--- src/rtl/program_loader_if.sv ---
// program_loader_if: byte-stream receive channel and program RAM write port
interface program_loader_if;
  logic [7:0] rx_data;
  logic rx_valid;
  logic rx_ready;
  logic mem_we;
  logic [7:0] mem_addr;
  logic [15:0] mem_data;
  modport master (input rx_data, rx_valid, output rx_ready, mem_we, mem_addr, mem_data);
  modport slave (output rx_data, rx_valid, input rx_ready, mem_we, mem_addr, mem_data);
endinterface

--- src/rtl/program_loader.sv ---
// program_loader: loads count-prefixed 16-bit words into CPU program RAM; LOADER_CHECKSUM_EN adds a trailing checksum byte
module program_loader (
  input logic clk,
  input logic clr,
  input logic start,
  program_loader_if.master bus,
  output logic cpu_nclr,
  output logic busy,
  output logic done,
  output logic err
);
  typedef enum logic [2:0] {
    IDLE, COUNT, HI, LO, WRITE, DONE
`ifdef LOADER_CHECKSUM_EN
    , CHK, FAIL
`endif
  } state_t;
`ifdef LOADER_CHECKSUM_EN
  localparam state_t FIN = CHK;
`else
  localparam state_t FIN = DONE;
`endif
  state_t state, nxt;
  logic [7:0] addr, cnt;
  logic [15:0] data;
  logic acc, go, chk_st, fail_st;
`ifdef LOADER_CHECKSUM_EN
  logic [7:0] sum;
  assign chk_st = state == CHK;
  assign fail_st = state == FAIL;
`else
  assign chk_st = 1'b0;
  assign fail_st = 1'b0;
`endif
  assign bus.rx_ready = state == COUNT || state == HI || state == LO || chk_st;
  assign bus.mem_we = state == WRITE;
  assign bus.mem_addr = addr;
  assign bus.mem_data = data;
  assign busy = bus.rx_ready || state == WRITE;
  assign done = state == DONE;
  assign err = fail_st;
  assign cpu_nclr = done;
  assign acc = bus.rx_valid && bus.rx_ready;
  assign go = start && (state == IDLE || state == DONE || fail_st);
  always_comb begin
    nxt = state;
    case (state)
      COUNT: nxt = acc ? (bus.rx_data == 8'd0 ? FIN : HI) : COUNT;
      HI: nxt = acc ? LO : HI;
      LO: nxt = acc ? WRITE : LO;
      WRITE: nxt = cnt == 8'd1 ? FIN : HI;
`ifdef LOADER_CHECKSUM_EN
      CHK: nxt = acc ? (bus.rx_data == sum ? DONE : FAIL) : CHK;
`endif
      default: nxt = go ? COUNT : state;
    endcase
  end
  always_ff @(posedge clk) begin
    if (clr) begin
      state <= IDLE;
      addr <= 8'h00;
      cnt <= 8'h00;
      data <= 16'h0000;
    end else begin
      state <= nxt;
      if (go) addr <= 8'h00;
      if (acc && state == COUNT) cnt <= bus.rx_data;
      if (acc && state == HI) data[15:8] <= bus.rx_data;
      if (acc && state == LO) data[7:0] <= bus.rx_data;
      if (state == WRITE) begin
        addr <= addr + 8'd1;
        cnt <= cnt - 8'd1;
      end
    end
  end
`ifdef LOADER_CHECKSUM_EN
  // only data bytes are summed; count and checksum bytes are excluded
  always_ff @(posedge clk) begin
    if (clr || go) sum <= 8'h00;
    else if (acc && (state == HI || state == LO)) sum <= sum + bus.rx_data;
  end
`endif
endmodule
--- src/flat_wrapper.sv ---
// flat-port wrapper written by rule: the top's interface ports become plain ports
module program_loader_flat 
  (clk, clr, start, cpu_nclr, busy, done, err, bus_rx_data, bus_rx_valid, bus_rx_ready, bus_mem_we, bus_mem_addr, bus_mem_data);
  program_loader_if bus_i ();
  input logic clk;
  input logic clr;
  input logic start;
  output logic cpu_nclr;
  output logic busy;
  output logic done;
  output logic err;
  input wire logic [$bits(bus_i.rx_data)-1:0] bus_rx_data;
  input wire logic [$bits(bus_i.rx_valid)-1:0] bus_rx_valid;
  output wire logic [$bits(bus_i.rx_ready)-1:0] bus_rx_ready;
  output wire logic [$bits(bus_i.mem_we)-1:0] bus_mem_we;
  output wire logic [$bits(bus_i.mem_addr)-1:0] bus_mem_addr;
  output wire logic [$bits(bus_i.mem_data)-1:0] bus_mem_data;
  assign bus_i.rx_data = bus_rx_data;
  assign bus_i.rx_valid = bus_rx_valid;
  assign bus_rx_ready = bus_i.rx_ready;
  assign bus_mem_we = bus_i.mem_we;
  assign bus_mem_addr = bus_i.mem_addr;
  assign bus_mem_data = bus_i.mem_data;
  program_loader u_core (.clk(clk), .clr(clr), .start(start), .bus(bus_i), .cpu_nclr(cpu_nclr), .busy(busy), .done(done), .err(err));
endmodule
--- config.mk ---
export PLATFORM = sky130hd
export DESIGN_NAME = program_loader_flat
export DESIGN_NICKNAME = d
export VERILOG_FILES = /design/src/rtl/program_loader_if.sv /design/src/rtl/program_loader.sv /design/src/flat_wrapper.sv
export SDC_FILE = /design/constraint.sdc
export NUM_CORES = 1
export LEC_CHECK = 0
export CORE_MARGIN = 8
export CORE_UTILIZATION = 37
export DETAILED_ROUTE_END_ITERATION = 8
export PLACE_DENSITY_LB_ADDON = 0.25
export SYNTH_ARGS = -nofsm -noshare
export SYNTH_HDL_FRONTEND = slang
export SYNTH_SLANG_ARGS = --single-unit
--- constraint.sdc ---
create_clock -name clk -period 2.9 [get_ports clk]
set_input_delay 0.87 -clock clk [delete_from_list [all_inputs] [get_ports clk]]
set_output_delay 0.87 -clock clk [all_outputs]
set_load 0.005 [all_outputs]
Word level (Yosys, flattened, before mapping)
Cells that the tools add are included.
{"block": "op_classes", "eq_ne": 6, "addsub": 2, "n_mux": 11, "reduce_logical": 14}
{"cell": "two-way mux 8 bit", "count": 4}
{"cell": "two-way mux 3 bit", "count": 5}
{"cell": "one-hot mux 3 bit (4 select lines)", "count": 1}
{"cell": "adder 8 x 1 -> 8 bit, second input constant", "count": 1}
{"cell": "== test 8 x 1 -> 1 bit, second input constant", "count": 1}
{"cell": "zero test 8 bit", "count": 1}
{"cell": "subtractor 8 x 1 -> 8 bit, second input constant", "count": 1}
{"cell": "== test 3 x 2 -> 1 bit, second input constant", "count": 2}
{"cell": "== test 3 bit, second input constant", "count": 2}
{"cell": "logical AND 1 bit", "count": 5}
{"cell": "nonzero test 5 bit", "count": 1}
{"cell": "logical OR 1 bit", "count": 4}
{"cell": "nonzero test 2 bit", "count": 2}
{"cell": "== test 3 x 1 -> 1 bit, second input constant", "count": 1}
{"cell": "zero test 3 bit", "count": 1}
{"cell": "two-way mux 1 bit", "count": 1}
{"block": "totals", "word_cells": 38, "register_bits": 35, "input_bits": 12, "output_inout_bits": 30}

Depth between registers and ports, before layout
{"block": "depth", "ltp_word": 7, "mapped_depth": 8, "ltp_nobuf": 5}

Least setup slack after synthesis
OpenSTA, ideal clock, no wires.
{"block": "synth_timing", "path_type": "register to output", "from": "register u_core.state[0]", "to": "output bus_mem_we", "setup_slack_ns": 0.864, "required_time_ns": 2.030, "path_stages_with_launch": 6, "arrival_time_ns": 1.166, "path_buffers": 3, "path_cell_list": "dfxtp_1 > buf_6 > or3b_1 > buf_6 > clkinv_4 > buf_2"}
{"block": "synth_between", "elab_chain_len": 1}
{"element": "start, declared", "line_no": "program_loader.sv:23", "text": "state_t state, nxt;"}
{"element": "start signal, assigned", "line_no": "program_loader.sv:65", "text": "state <= nxt;"}
{"element": "== test 3 bit", "line_no": "program_loader.sv:36", "text": "assign bus.mem_we = state == WRITE;"}
{"element": "end, declared", "line_no": "flat_wrapper.sv:15", "text": "output wire logic [$bits(bus_i.mem_we)-1:0] bus_mem_we;"}
Every way passes these cells.

Worst setup path in the final report
Ends and elaborated chain as after synthesis.

==> results.sh <==
export IMPL_status="finished clean"
export IMPL_cp_start_kind="flop"
export IMPL_tightest_slew_ps=509
export IMPL_synthArstFlopShare=0
export IMPL_period_minus_slack_ps=2700
export IMPL_ys_warnings_count=0
export IMPL_p_comb_frac=0.138
export IMPL_initial_core_util=0.386
export IMPL_synth_edf_count=0
export IMPL_cts_tree="built"
export IMPL_p_leak_uw=0.000755
export IMPL_avgRoutedWirePerCell_um=14.9
export IMPL_grtUsageTotal=0.126
export IMPL_fin_ws_ps=200
export IMPL_endpoint_kind="output port"
export IMPL_crit_arrival_ps=1830
export IMPL_grt_max_degree=17
export IMPL_dp_cells=286
export IMPL_syn2layout_area_growth_pct=31.0
export IMPL_postSynthCellCount=202
export IMPL_drv_cap=0
export IMPL_slew_limit_headroom=0.658
export IMPL_post_cts_buffers=0
export IMPL_dr_pass1_iters=4
export IMPL_postCtsResizedCells=0
export IMPL_swShare=0.267
export IMPL_synth_ff_type="dfxtp_1"
export IMPL_ys_top_cells_by_count="dfxtp_1 (35), nand2_1 (24), a21oi_1 (23)"
export IMPL_io_buffers=40
export IMPL_numCtsBuffers=5
export IMPL_drt_wl_total_mm=4.39
export IMPL_antennaDiodeCount=0
export IMPL_nets=256
export IMPL_syn_area_per_cell_um2=8.32
export IMPL_critPathSlowestCell="clkdlybuf4s50_1"
export IMPL_path_delay_family="buffers and inverters"
export IMPL_place_area_um2=2120
export IMPL_drc=0
export IMPL_ios=42
export IMPL_synth_area_leaders="dfxtp_1 (42%), a21oi_1 (6.8%), nand2_1 (5.4%)"
export IMPL_clock_latency_ps=290
export IMPL_fin_skew_ps=5.72
export IMPL_rows=24
export IMPL_fp_dieArea_um2=6960
export IMPL_power_frac_seq=0.510
export IMPL_max_clock_freq_ghz=0.370
export IMPL_cts_sinks=35
export IMPL_path_class="flop to output port"
export IMPL_post_route_period_util=0.931
export IMPL_syn_num_nets=217
export IMPL_power_density_nw_per_um2=450
export IMPL_synth_area_um2=1680
export IMPL_crit_chain="or3b_1 -> clkinv_4 -> clkdlybuf4s50_1"
export IMPL_clock_path_buffers=2
export IMPL_cts_max_level=2
export IMPL_drive_gt1_frac=0.0826
export IMPL_finalHoldViolCount=0
export IMPL_gp_congestion=0.787
export IMPL_synth_most_common_cell="dfxtp_1"
export IMPL_dieHeight_um=83.4
export IMPL_antenna_found_initial=0
export IMPL_internal_power_uw=727
export IMPL_pwr_share_clk=0.352
export IMPL_drv_slew=0
export IMPL_drt_iter0_drc=125
export IMPL_grt_pass1_wl_mm=7.32
export IMPL_path_clk_slew_ps=70
export IMPL_rsz0062_at_grt="no"
export IMPL_grt_pass1_vias=1470
export IMPL_final_cells=294
export IMPL_routed_via_density=5.23
export IMPL_ant_nets=0
export IMPL_ys_seq_elements=35
export IMPL_root_buffer="clkbuf_8"
export IMPL_ys_seq_area_frac=0.417
export IMPL_fin_tns_setup_ps=0
export IMPL_final_area_um2=2200
export IMPL_vias=1537
export IMPL_path_max_fanout=16
export IMPL_critPathBufInv=2
export IMPL_core_area_um2=4350
export IMPL_synth_top_area_cell="dfxtp_1"
export IMPL_setup_viol=0
export IMPL_ir_drop_uv=251
export IMPL_cts_hold_buf=0
export IMPL_hold_path_class="flop to flop"
export IMPL_place_hpwl_mm=3.21
export IMPL_fp_dieW_um=83.4
export IMPL_ys_types=46
export IMPL_grt_overflow=0
export IMPL_p_switching_uw=265
export IMPL_synth_top_area_frac=0.417
export IMPL_post_place_ws_ps=478
export IMPL_cp_slowest_stage_delay_ps=520
export IMPL_critical_path_required_ps=2030
## worst register-to-register path: stages (launching register included)
cell	delay (ps)
dfxtp_1	400
or3b_1	480
clkinv_4	150
nand3_4	100
or3_1	350
a31oi_1	160
## kinds of logic after synthesis
family | Yosys count | synth area share
fa+ha+maj | 3 | 0.0223
flops | 35 | 0.417
other cells | 1 | 0.00223
buf+inv | 20 | 0.0625
xor+xnor | 2 | 0.0104
mux | 8 | 0.0476
compound gates | 47 | 0.177
simple gates | 86 | 0.261
## stage by stage
| step | util | hold WS (ps) | total power (uW) |
|---|---|---|---|
| final | 0.506 | 455 | 992 |
| after global routing | 0.506 | 487 | 1040 |
| after CTS | 0.506 | 457 | 1000 |
| after detailed placement | 0.486 | 446 | 654 |
| after global placement | 0.486 | 443 | 655 |
| after floorplan | - | 453 | 596 |
## flip-flops by register name (all words and copies together) (netlist names)
register / count
u_core.cnt: 8
u_core.state: 3
u_core.bus.mem_addr: 8
u_core.bus.mem_data: 16
## routing by layer
layer / share of wire / GRT usage / vias up
li1: - / - / 791
met1: 0.46 / 0.153 / 715
met2: 0.48 / 0.199 / 27
met3: 0.046 / 0.0430 / 4
met4: 0.017 / 0.0518 / 0
met5: 0 / 0 / -
## cells in the final DEF (no fill, tap or decap), drive strengths merged, types with 3 or more instances in the layout
| cell | instances |
|---|---|
| clkbuf | 6 |
| nor3 | 5 |
| buf | 7 |
| nor2b | 3 |
| nor4 | 3 |
| nand2 | 24 |
| and3 | 3 |
| a31oi | 5 |
| or3 | 3 |
| inv | 4 |
| dfxtp | 35 |
| mux2i | 8 |
| o21ai | 4 |
| clkdlybuf4s50 | 40 |
| nor2 | 20 |
| nand4 | 3 |
| nand3 | 9 |
| ha | 3 |
| a21oi | 23 |
## layout make-up
type                       count  area [um^2]
clock buffer                   6         72.6
clock inverter                 2         12.5
fill                         410         2150
inverter                       5         23.8
multi-input combinational    147          876
sequential                    35          701
tap                           52         65.1
timing repair buffer          47          453
## worst paths after layout
kind,from,end,slack (ps),cells past startpoint
max,u_core.state[0],bus_mem_we,200,3
min,u_core.bus.mem_data[2],u_core.bus.mem_data[2],460,2
max reg2reg,u_core.state[0],u_core.cnt[7],1200,5
min reg2reg,u_core.bus.mem_data[2],u_core.bus.mem_data[2],460,2
## power groups by stage
stage               clock (uW)  combinational, uW  sequential, uW
finish                     349                137             506
global route               381                153             508
CTS                        359                138             506
detailed placement           0                137             517
global placement             0                138             517
floorplan                    0               82.5             514
Note: power is estimated with default switching activity, not from simulation.
